<file path="config.mk">
export PLATFORM = sky130hd
export DESIGN_NAME = apb3_timer_flat
export DESIGN_NICKNAME = d
export VERILOG_FILES = /design/src/rtl/apb3_timer_pkg.sv /design/src/rtl/apb3_timer_if.sv /design/src/rtl/apb3_timer_core.sv /design/src/rtl/apb3_timer.sv /design/src/flat_wrapper.sv
export SDC_FILE = /design/constraint.sdc
export NUM_CORES = 1
export LEC_CHECK = 0
export CAP_MARGIN = 20
export CORE_AREA = 2 2 126 221
export CTS_BUF_LIST = sky130_fd_sc_hd__clkbuf_8
export DETAILED_ROUTE_END_ITERATION = 16
export DIE_AREA = 0 0 128 223
export HOLD_SLACK_MARGIN = 0.1
export PLACE_DENSITY = 0.49
export SYNTH_ARGS = -nofsm -noshare
export SYNTH_HDL_FRONTEND = slang
export SYNTH_SLANG_ARGS = --single-unit
</file>
<file path="constraint.sdc">
create_clock -name io_systemClk -period 3.6 [get_ports io_systemClk]
set_clock_uncertainty 0.1 [all_clocks]
set_input_delay 0.36 -clock io_systemClk [delete_from_list [all_inputs] [get_ports io_systemClk]]
set_output_delay 0.36 -clock io_systemClk [all_outputs]
set_load 0.03 [all_outputs]
</file>
<file path="src/rtl/apb3_timer_pkg.sv">
// Shared definitions for the APB3 timer: register offsets, CTRL bit positions,
// APB slave FSM states and the PERIOD reset value.
package apb3_timer_pkg;

  localparam logic [4:0] CTRL_OFS     = 5'h00;
  localparam logic [4:0] PRESCALE_OFS = 5'h04;
  localparam logic [4:0] PERIOD_OFS   = 5'h08;
  localparam logic [4:0] COUNT_OFS    = 5'h0C;
  localparam logic [4:0] STATUS_OFS   = 5'h10;

  localparam int unsigned CTRL_EN      = 0;
  localparam int unsigned CTRL_ONESHOT = 1;
  localparam int unsigned CTRL_IRQ_EN  = 2;
  localparam int unsigned CTRL_CLR     = 3;

  localparam logic [31:0] PERIOD_RST = 32'hFFFF_FFFF;

  typedef enum logic [1:0] {
    IDLE  = 2'd0,
    WAIT  = 2'd1,
    READY = 2'd2
  } apb_state_e;

endpackage

</file>
<file path="src/rtl/apb3_timer_if.sv">
// APB3 bus bundle between the SoC master and the timer slave.
interface apb3_timer_if #(
  parameter int ADDR_WIDTH = 16
);
  logic [ADDR_WIDTH-1:0] PADDR;
  logic                  PSEL;
  logic                  PENABLE;
  logic                  PWRITE;
  logic [31:0]           PWDATA;
  logic                  PREADY;
  logic [31:0]           PRDATA;
  logic                  PSLVERROR;

  modport master (
    output PADDR, PSEL, PENABLE, PWRITE, PWDATA,
    input  PREADY, PRDATA, PSLVERROR
  );

  modport slave (
    input  PADDR, PSEL, PENABLE, PWRITE, PWDATA,
    output PREADY, PRDATA, PSLVERROR
  );
endinterface

</file>
<file path="src/rtl/apb3_timer_core.sv">
// Prescaler, 32-bit period counter and PENDING flag; expire pulses on the cycle
// the counter wraps, CLR beats a same-cycle tick and an expiry beats a same-cycle W1C.
module apb3_timer_core
  import apb3_timer_pkg::*;
#(
  parameter int PRESCALE_W = 16
) (
  input  logic                  clk,
  input  logic                  rst,
  input  logic                  en,
  input  logic                  clr,
  input  logic                  w1c,
  input  logic [PRESCALE_W-1:0] prescale,
  input  logic [31:0]           period,
  output logic [31:0]           count,
  output logic                  pending,
  output logic                  expire
);

  logic [PRESCALE_W-1:0] psc_q, psc_d;
  logic [31:0]           count_q, count_d;
  logic                  pending_q, pending_d;
  logic                  tick;

  // >= rather than == so shrinking PRESCALE/PERIOD mid-run never wraps the full range
  assign tick   = en && !clr && (psc_q >= prescale);
  assign expire = tick && (count_q >= period);

  always_comb begin
    psc_d     = psc_q;
    count_d   = count_q;
    pending_d = pending_q;

    if (clr || !en || tick) begin
      psc_d = '0;
    end else begin
      psc_d = psc_q + PRESCALE_W'(1);
    end

    if (clr || expire) begin
      count_d = '0;
    end else if (tick) begin
      count_d = count_q + 32'd1;
    end

    if (expire) begin
      pending_d = 1'b1;
    end else if (w1c) begin
      pending_d = 1'b0;
    end
  end

  always_ff @(posedge clk) begin
    if (rst) begin
      psc_q     <= '0;
      count_q   <= '0;
      pending_q <= 1'b0;
    end else begin
      psc_q     <= psc_d;
      count_q   <= count_d;
      pending_q <= pending_d;
    end
  end

  assign count   = count_q;
  assign pending = pending_q;

endmodule

</file>
<file path="src/rtl/apb3_timer.sv">
// APB3 timer slave: 3-cycle transfers (setup, one wait, ready), back-to-back capable, level irq.
// APB3_TIMER_PSLVERR_EN enables PSLVERROR on unmapped offsets and COUNT writes.
module apb3_timer
  import apb3_timer_pkg::*;
#(
  parameter int ADDR_WIDTH = 16,
  parameter int PRESCALE_W = 16
) (
  input  logic        io_systemClk,
  input  logic        io_systemReset,
  apb3_timer_if.slave apb,
  output logic        irq
);

  apb_state_e            state_q, state_d;
  logic                  pready_q, pready_d;
  logic [31:0]           prdata_q, prdata_d;
  logic                  pslverr_q, pslverr_d;
  logic                  en_q, en_d;
  logic                  oneshot_q, oneshot_d;
  logic                  irq_en_q, irq_en_d;
  logic [PRESCALE_W-1:0] prescale_q, prescale_d;
  logic [31:0]           period_q, period_d;
  logic                  irq_q, irq_d;

  logic [4:0]  ofs;
  logic        wr_commit, clr, w1c, bad_access;
  logic [31:0] rd_dat;
  logic [31:0] count;
  logic        pending, expire;
  logic        unused_addr_bits;

  assign ofs              = {apb.PADDR[4:2], 2'b00};
  assign unused_addr_bits = ^{apb.PADDR[ADDR_WIDTH-1:5], apb.PADDR[1:0]};
  assign wr_commit        = (state_q == READY) && apb.PWRITE;
  assign clr              = wr_commit && (ofs == CTRL_OFS) && apb.PWDATA[CTRL_CLR];
  assign w1c              = wr_commit && (ofs == STATUS_OFS) && apb.PWDATA[0];

`ifdef APB3_TIMER_PSLVERR_EN
  assign bad_access = (ofs > STATUS_OFS) || (apb.PWRITE && (ofs == COUNT_OFS));
`else
  assign bad_access = 1'b0;
`endif

  always_comb begin
    rd_dat = '0;
    case (ofs)
      CTRL_OFS:     rd_dat = {29'd0, irq_en_q, oneshot_q, en_q};
      PRESCALE_OFS: rd_dat = 32'(prescale_q);
      PERIOD_OFS:   rd_dat = period_q;
      COUNT_OFS:    rd_dat = count;
      STATUS_OFS:   rd_dat = {31'd0, pending};
      default:      rd_dat = '0;
    endcase
  end

  // Response is captured in WAIT so PRDATA/PSLVERROR are stable for the whole READY cycle
  always_comb begin
    state_d   = state_q;
    pready_d  = 1'b0;
    prdata_d  = '0;
    pslverr_d = 1'b0;
    case (state_q)
      IDLE: if (apb.PSEL && !apb.PENABLE) state_d = WAIT;
      WAIT: begin
        if (!apb.PSEL) begin
          state_d = IDLE;
        end else begin
          state_d   = READY;
          pready_d  = 1'b1;
          prdata_d  = apb.PWRITE ? 32'd0 : rd_dat;
          pslverr_d = bad_access;
        end
      end
      READY:   state_d = IDLE;
      default: state_d = IDLE;
    endcase
  end

  always_comb begin
    en_d       = en_q;
    oneshot_d  = oneshot_q;
    irq_en_d   = irq_en_q;
    prescale_d = prescale_q;
    period_d   = period_q;
    irq_d      = pending && irq_en_q;

    if (wr_commit && (ofs == CTRL_OFS)) begin
      en_d      = apb.PWDATA[CTRL_EN];
      oneshot_d = apb.PWDATA[CTRL_ONESHOT];
      irq_en_d  = apb.PWDATA[CTRL_IRQ_EN];
    end else if (expire && oneshot_q) begin
      en_d = 1'b0;
    end
    if (wr_commit && (ofs == PRESCALE_OFS)) prescale_d = apb.PWDATA[PRESCALE_W-1:0];
    if (wr_commit && (ofs == PERIOD_OFS))   period_d   = apb.PWDATA;
  end

  always_ff @(posedge io_systemClk) begin
    if (io_systemReset) begin
      state_q    <= IDLE;
      pready_q   <= 1'b0;
      prdata_q   <= '0;
      pslverr_q  <= 1'b0;
      en_q       <= 1'b0;
      oneshot_q  <= 1'b0;
      irq_en_q   <= 1'b0;
      prescale_q <= '0;
      period_q   <= PERIOD_RST;
      irq_q      <= 1'b0;
    end else begin
      state_q    <= state_d;
      pready_q   <= pready_d;
      prdata_q   <= prdata_d;
      pslverr_q  <= pslverr_d;
      en_q       <= en_d;
      oneshot_q  <= oneshot_d;
      irq_en_q   <= irq_en_d;
      prescale_q <= prescale_d;
      period_q   <= period_d;
      irq_q      <= irq_d;
    end
  end

  apb3_timer_core #(.PRESCALE_W(PRESCALE_W)) u_core (
    .clk     (io_systemClk),
    .rst     (io_systemReset),
    .en      (en_q),
    .clr     (clr),
    .w1c     (w1c),
    .prescale(prescale_q),
    .period  (period_q),
    .count   (count),
    .pending (pending),
    .expire  (expire)
  );

  assign apb.PREADY    = pready_q;
  assign apb.PRDATA    = prdata_q;
  assign apb.PSLVERROR = pslverr_q;
  assign irq           = irq_q;

endmodule

</file>
<file path="src/flat_wrapper.sv">
// flat-port wrapper written by rule: the top's interface ports become plain ports
module apb3_timer_flat import apb3_timer_pkg::*;
#(
  parameter int ADDR_WIDTH = 16,
  parameter int PRESCALE_W = 16
)
  (io_systemClk, io_systemReset, irq, apb_PADDR, apb_PSEL, apb_PENABLE, apb_PWRITE, apb_PWDATA, apb_PREADY, apb_PRDATA, apb_PSLVERROR);
  apb3_timer_if #(.ADDR_WIDTH(ADDR_WIDTH)) apb_i ();
  input  logic io_systemClk;
  input  logic io_systemReset;
  output logic irq;
  input wire logic [$bits(apb_i.PADDR)-1:0] apb_PADDR;
  input wire logic [$bits(apb_i.PSEL)-1:0] apb_PSEL;
  input wire logic [$bits(apb_i.PENABLE)-1:0] apb_PENABLE;
  input wire logic [$bits(apb_i.PWRITE)-1:0] apb_PWRITE;
  input wire logic [$bits(apb_i.PWDATA)-1:0] apb_PWDATA;
  output wire logic [$bits(apb_i.PREADY)-1:0] apb_PREADY;
  output wire logic [$bits(apb_i.PRDATA)-1:0] apb_PRDATA;
  output wire logic [$bits(apb_i.PSLVERROR)-1:0] apb_PSLVERROR;
  assign apb_i.PADDR = apb_PADDR;
  assign apb_i.PSEL = apb_PSEL;
  assign apb_i.PENABLE = apb_PENABLE;
  assign apb_i.PWRITE = apb_PWRITE;
  assign apb_i.PWDATA = apb_PWDATA;
  assign apb_PREADY = apb_i.PREADY;
  assign apb_PRDATA = apb_i.PRDATA;
  assign apb_PSLVERROR = apb_i.PSLVERROR;
  apb3_timer #(.ADDR_WIDTH(ADDR_WIDTH), .PRESCALE_W(PRESCALE_W)) u_core (.io_systemClk(io_systemClk), .io_systemReset(io_systemReset), .apb(apb_i), .irq(irq));
endmodule
</file>
==> reports/qor.yml, run 1 <==
outcome:
  run_status: "finished, final reports clean"
power:
  power.combinational.fraction_pct: 4.3
  power.share.switching_pct: 22.9
  p_switching_mw: 0.705
  clock_power_share_pct: 46.8
  power.sequential.fraction_pct: 49.0
  power_mw: 3.08
  vdd_ir_drop_max_v: 0.000204
  p_per_area_nw_per_um2: 376
  power.static_leakage_nw: 3.24
  cellInternalPower_mw: 2.37
cells_and_area:
  stdcell_area_um2: 8180
  syn2layout_area_growth_pct: 23.7
  layout_cell_share_with_drive_strength_beyond_1_pct: 8.48
  mostFrequentLayoutCell: "dfxtp_1"
  layout.nets: 952
  final-instance-count-excl-fill: 1190
  layout.cells.most_common_list: "dfxtp_1, nor2_1, nand2_1, clkdlybuf4s50_1, inv_1"
  layout.core_utilization_pct: 30.5
  filler_cell_count: 2858
detailed_routing:
  route.detailed.vias_per_inst: 4.67
  totalWireLength_um: 17300
  final_ant_viol_nets: 0
  drc_errors: 0
  drt_first_pass_iters: 7
  wire_per_inst_um: 14.5
  detailroute.via_count: 5557
  first_iter_violations: 267
global_route:
  globalRouteTotalUtil_pct: 12.9
  grt_pass1_wl_um: 28800
  grt_antenna_before_repair: 0
  first_global_vias: 5665
  grt_max_degree: 39
  globalRouteOverflowTotal: 0
floorplanning:
  initial_core_util_pct: 24.7
  core-area_um2: 26800
  rows: 80
  die_w_um: 128
  top_level_ports: 88
  die_h_um: 223
  die_area_um2: 28500
clock_network:
  worst_setup_hold_path_clk_slew_ns: 0.08
  clock_tree.buffer_depth: 2
  latest_clock_arrival_within_the_worst_skew_pair_ns: 0.47
  cts_hold_buf: 0
  cts-root-buf: "clkbuf_8"
  cts-resized-gates: 0
  tritoncts: "done"
  cts_inserted_buffers: 17
  post_cts_buffers: 0
  cts_max_level: 4
  numClockSinks: 136
yosys:
  synth.ff_latch_count: 136
  synth_ff_type: "dfxtp_1"
  post_synth_num_cell_types: 58
  cell_count_after_synthesis: 781
  synth_edf_count: 0
  synth.avg_cell_area_um2: 8.47
  async_flop_share_pct: 0
  yosysWarningCount: 0
  mappedNetlistNets: 884
  synth.cell_area_um2: 6610
  synth_sequential_area_ratio_pct: 41.2
worst_setup_path:
  crit_path_start_kind: "flop"
  worstPathMaxFanout: 22
  slowest_delay_ns: 0.43
  worst_ep_arrival_time_ns: 3.10
  worst-setup-path-type: "reg -> reg"
  required_ns: 3.91
  cp_top_family: "compound AO/OA/AOI/OAI gates"
  critical_path_buf_inv_count: 3
  cpMaxStageDelayCell: "or4_1"
  critical_path.cell_chain: "buf_4 -> inv_1 -> ha_1 -> nor2b_1 -> o21ai_0 -> a21oi_1 -> o21ai_2 -> buf_4 -> nand2_1 -> or4_1 -> a21oi_1"
  timing.critical_path.to_type: "flop"
place:
  detailed_place_hpwl_um: 13000
  port_buffers: 73
  dpl-instance-area_um2: 7730
  place.detailed.instances: 1158
  dp_worst_setup_slack_ns: 0.570
  routability_cong: 0.774
hold_path:
  holdCritPathClass: "in -> reg"
sta:
  layout_worst_path_cycle_share_pct: 77.4
  timing.hold.ws_ns: 0.275
  worst_max_slew_margin_expressed_relative_to_the_limit_pct: 60.1
  hold_viol: 0
  worstMarginPinSlew_ns: 0.597
  achievable-frequency_mhz: 359
  fin_setup_tns_ns: 0
  finalSetupViolCount: 0
  rsz0062_at_grt: "false"
  min_period_ns: 2.79
  slew_limit_fails: 0
  slack_of_the_critical_path_ns: 0.815
run:
  cap_viol_max_count: 0
flip-flops by register name, summed over array words and instances, names as in the netlist:
| name | count |
|---|---|
| u_core.state_q | 2 |
| u_core.irq_en_q | 1 |
| u_core.u_core.pending | 1 |
| u_core.apb.PRDATA | 32 |
| u_core.prescale_q | 16 |
| u_core.period_q | 32 |
| u_core.irq | 1 |
| u_core.u_core.count | 32 |
| u_core.en_q | 1 |
| u_core.oneshot_q | 1 |
| u_core.apb.PREADY | 1 |
| u_core.u_core.psc_q | 16 |
worst register-to-register path, cell delays in order (launching register included):
cell and delay [ns]:
dfxtp_1 0.31, buf_4 0.15, inv_1 0.05, ha_1 0.27, nor2b_1 0.04, o21ai_0 0.23, a21oi_1 0.12, o21ai_2 0.33
buf_4 0.34, nand2_1 0.20, or4_1 0.43, a21oi_1 0.15
area by class of cell:
| class | instances | area [um^2] | area share [%] |
|---|---|---|---|
| Tap cell | 328 | 410 | 5.02 |
| Sequential cell | 136 | 2720 | 33.3 |
| Antenna cell | 1 | 2.50 | 0.0306 |
| Clock inverter | 11 | 169 | 2.07 |
| Timing Repair Buffer | 89 | 846 | 10.3 |
| Clock buffer | 20 | 275 | 3.37 |
| Multi-Input combinational cell | 545 | 3530 | 43.1 |
| Inverter | 60 | 225 | 2.75 |
logic make-up after synthesis:
| family | synth area share (%) |
|---|---|
| compound gates | 16.6 |
| buf+inv | 5.90 |
| mux | 0.851 |
| other cells | 0.0567 |
| fa+ha+maj | 9.46 |
| xor+xnor | 4.37 |
| flops | 41.2 |
| simple gates | 21.6 |
per-layer routing:
layer  vias to the layer above  global-route usage [%]  part of all wire, %  routed length [um]
met5                         -                       0                    0                   0
met4                         0                    5.53                  2.3                 405
met3                        23                    3.19                  3.1                 532
met2                        80                    24.4                   55                9560
met1                      2617                    13.1                   39                6760
li1                       2837                       -                    -                   -
synth_stat cells (6+ instances only):
cell / count / area, um^2
clkbuf_1: 27 / 101
nor3_1: 6 / 30.0
o21ai_0: 28 / 140
a211o_1: 32 / 280
a22oi_1: 30 / 225
dfxtp_1: 136 / 2720
ha_1: 50 / 626
buf_2: 6 / 30.0
nand4_1: 19 / 119
a21oi_1: 50 / 250
inv_1: 60 / 225
xnor2_1: 6 / 52.6
nand2_1: 83 / 312
nand3_1: 21 / 105
nor2_1: 110 / 413
xor2_1: 27 / 236
power by group through the flow:
stage,registers (mW),logic (mW),clock network [mW]
final,1.51,0.132,1.44
after global routing,1.51,0.144,1.55
after CTS,1.51,0.135,1.49
after detailed placement,1.54,0.134,0
after global placement,1.54,0.134,0
after floorplan,1.54,0.0549,0
final timing paths:
| kind | slack (ns) | start | cells past startpoint | end |
|---|---|---|---|---|
| min reg2reg | 0.36 | u_core.state_q[0] | 1 | u_core.state_q[0] |
| max | 0.81 | u_core.u_core.psc_q[0] | 11 | u_core.u_core.count[31] |
| max reg2reg | 0.81 | u_core.u_core.psc_q[0] | 11 | u_core.u_core.count[31] |
| min | 0.27 | io_systemReset | 2 | u_core.state_q[0] |
Power figures use the tool's default switching activity.
==> inputs of run 2 (changes only) <==
--- a/config.mk
+++ b/config.mk
@@ -11,7 +11,7 @@
 export DETAILED_ROUTE_END_ITERATION = 16
 export DIE_AREA = 0 0 128 223
 export HOLD_SLACK_MARGIN = 0.1
-export PLACE_DENSITY = 0.49
+export PLACE_DENSITY = 0.51
 export SYNTH_ARGS = -nofsm -noshare
 export SYNTH_HDL_FRONTEND = slang
 export SYNTH_SLANG_ARGS = --single-unit
==> constraint.sdc (replaced) <==
create_clock -name io_systemClk -period 2.3 [get_ports io_systemClk]
set_clock_uncertainty 0.1 [all_clocks]
set_input_delay 0.23 -clock io_systemClk [delete_from_list [all_inputs] [get_ports io_systemClk]]
set_output_delay 0.23 -clock io_systemClk [all_outputs]
set_load 0.03 [all_outputs]
==> reports/qor.yml, run 2 (synthesized netlist as in run 1, its figures left out) <==
cells_and_area:
  multiInputGateArea_um2: 3760  # was 3530 um^2
  layout.cells.most_common_list: "dfxtp_1, nor2_1, buf_4, nand2_1, clkdlybuf4s50_1"  # was dfxtp_1, nor2_1, nand2_1, clkdlybuf4s50_1, inv_1
  filler_cell_count: 2828  # was 2,858
  layout.nets: 1048  # was 952
  final-seq-area_um2: 2750  # was 2720 um^2
  syn2layout_area_growth_pct: 38.9  # was 23.7%
  layout_cell_share_with_drive_strength_beyond_1_pct: 23.1  # was 8.48%
  final-instance-count-excl-fill: 1287  # was 1,190
  layout.core_utilization_pct: 34.2  # was 30.5%
  mostFrequentLayoutCell: "dfxtp_1"  # unchanged
worst_setup_path:
  crit_path_start_kind: "flop"  # unchanged
  timing.critical_path.to_type: "flop"  # unchanged
  endpoint_of_the_worst_slack_reg_to_reg_timing_path: "u_core.u_core.count[31]"  # unchanged
  reg2reg_from: "u_core.u_core.count[14]"  # was u_core.u_core.psc_q[0]
  source_of_the_critical_timing_path: "u_core.u_core.count[14]"  # was u_core.u_core.psc_q[0]
  rrSetupSlack_ns: 0.08  # was 0.81 ns
  required_ns: 2.60  # was 3.91 ns
  worst-setup-path-type: "reg -> reg"  # unchanged
  worstRegToRegCells: 6  # was 11
  worstPathMaxFanout: 4  # was 22
  worst_ep_arrival_time_ns: 2.52  # was 3.10 ns
global_route:
  grt_antenna_before_repair: 0  # unchanged
  globalRouteOverflowTotal: 0  # unchanged
  first_global_vias: 6030  # was 5,665
  grt_pass1_wl_um: 29600  # was 28,800 um
  globalRouteTotalUtil_pct: 13.3  # was 12.9%
  grt_max_degree: 38  # was 39
clock_network:
  worst_setup_hold_path_clk_slew_ns: 0.08  # about the same
  cts-root-buf: "clkbuf_8"  # unchanged
  numClockSinks: 136  # unchanged
  latest_clock_arrival_within_the_worst_skew_pair_ns: 0.47  # about the same
  clock_tree.buffer_depth: 2  # unchanged
  cts_max_level: 4  # unchanged
  cts_inserted_buffers: 17  # unchanged
  tritoncts: "done"  # unchanged
sta:
  achievable-frequency_mhz: 451  # was 359 MHz
  fin_setup_tns_ns: 0  # unchanged
  slew_limit_fails: 0  # unchanged
  timing.hold.ws_ns: 0.229  # was 0.275 ns
  layout_worst_path_cycle_share_pct: 96.5  # was 77.4%
  hold_viol: 0  # unchanged
  min_period_ns: 2.22  # was 2.79 ns
  finalSetupViolCount: 0  # unchanged
  rsz0062_at_grt: "true"  # was false
power:
  p_switching_mw: 1.11  # was 0.705 mW
  power.static_leakage_nw: 3.79  # was 3.24 nW
  power.sequential.fraction_pct: 50.2  # was 49.0%
  power.combinational.fraction_pct: 4.6  # was 4.3%
  cellInternalPower_mw: 3.58  # was 2.37 mW
  vdd_ir_drop_max_v: 0.000287  # was 0.000204 V
  p_per_area_nw_per_um2: 510  # was 376 nW/um^2
  power.share.switching_pct: 23.7  # was 22.9%
  clock_power_share_pct: 45.1  # was 46.8%
detailed_routing:
  totalWireLength_um: 18400  # was 17,300 um
  drt_first_pass_iters: 4  # was 7
  final_ant_viol_nets: 0  # unchanged
  route.detailed.vias_per_inst: 4.61  # was 4.67
  drc_errors: 0  # unchanged
  wire_per_inst_um: 14.3  # was 14.5 um
  detailroute.via_count: 5936  # was 5,557
  first_iter_violations: 176  # was 267
place:
  place.detailed.instances: 1246  # was 1,158
  detailed_place_hpwl_um: 14200  # was 13,000 um
  port_buffers: 73  # unchanged
  routability_cong: 0.785  # was 0.774
floorplanning:
  die_area_um2: 28500  # unchanged
  core-area_um2: 26800  # unchanged
  die_w_um: 128  # unchanged
  die_h_um: 223  # unchanged
  initial_core_util_pct: 24.7  # unchanged
  rows: 80  # unchanged
  top_level_ports: 88  # unchanged
hold_path:
  holdCritPathClass: "in -> reg"  # unchanged
  min_delay_worst_endpoint: "u_core.state_q[0]"  # unchanged
  min_delay_path_depth: 2  # unchanged
  worst_hold_startpoint: "apb_PENABLE"  # was io_systemReset
run:
  cap_viol_max_count: 0  # unchanged
outcome:
  run_status: "finished, final reports clean"  # unchanged
==> run 2: cell types whose count changed in the layout (fill, tap and decap cells not counted), moves of 5 or more <==
cell	delta
a21oi_1	-5
a21oi_2	+5
buf_4	+89
dfxtp_1	-20
dfxtp_2	+18
ha_1	-6
ha_4	+5
nand2_1	-5
o21ai_0	-5
==> run 2: how the worst max path moves through the flow <==
stage                                          to  slack (ns)  depth (start not counted)
after floorplan            u_core.u_core.count[0]        0.04                         10
after global placement                u_core.en_q       -0.28                          9
after detailed placement              u_core.en_q       -0.29                          9
after CTS                 u_core.u_core.count[31]      0.0006                          6
after global routing      u_core.u_core.count[22]       -0.04                          7
final                     u_core.u_core.count[31]        0.08                          6
==> run 2: layer usage <==
layer,track usage (%),part of all wire [%]
met4,5.78,2.7
met1,13.1,37
met3,2.93,2.7
met5,0,0
met2,26.1,57
==> run 2: stage by stage <==
stage	total power, mW	instance area [um^2]	setup slack (ns)
2_1_floorplan	2.50	6610	0.0357
3_3_place_gp	2.63	8430	-0.277
3_5_place_dp	2.63	8430	-0.286
4_1_cts	4.77	8930	0.000616
5_1_grt	4.87	9180	-0.0431
6_report	4.69	9180	0.0809
==> run 2: critical path: stages (launching register included) <==
cell     delay (ns)
dfxtp_2        0.41
nand4_1        0.10
or4_4          0.54
nor4_4         0.21
nand3_2        0.17
or4_1          0.48
a21oi_1        0.15
==> run 2: timing repair <==
| item | 4_1_cts | 5_1_grt |
|---|---|---|
| buffers inserted | 0 | 8 |
| hold endpoints to repair | 1 | 0 |
| hold buffers | 1 | 0 |
| pin swaps | 4 | 21 |
| gates resized for setup | 24 | 50 |
| setup endpoints to repair | 50 | 34 |
==> run 2: power groups by stage <==
stage | Clock [mW] | Combinational (mW) | Sequential [mW]
after CTS | 2.19 | 0.219 | 2.36
after global routing | 2.28 | 0.233 | 2.35
final | 2.12 | 0.216 | 2.35
after floorplan | 0 | 0.0860 | 2.41
after global placement | 0 | 0.216 | 2.41
after detailed placement | 0 | 0.216 | 2.41
==> run 2: layout make-up <==
| class | count | share of cell area (%) |
|---|---|---|
| inverter | 60 | 2.45 |
| clock buffer | 19 | 2.85 |
| multi-input combinational | 545 | 40.9 |
| tap | 328 | 4.47 |
| antenna | 1 | 0.0273 |
| timing repair buffer | 185 | 17.6 |
| sequential | 136 | 30.0 |
| clock inverter | 13 | 1.68 |
==> inputs of run 3 (changes only) <==
--- a/config.mk
+++ b/config.mk
@@ -8,6 +8,7 @@
 export CAP_MARGIN = 20
 export CORE_AREA = 2 2 126 221
 export CTS_BUF_LIST = sky130_fd_sc_hd__clkbuf_8
+export CTS_CLUSTER_SIZE = 12
 export DETAILED_ROUTE_END_ITERATION = 16
 export DIE_AREA = 0 0 128 223
 export HOLD_SLACK_MARGIN = 0.1
==> results of run 3 <==
Final layout, timing and power as in run 2 (identical DEF).
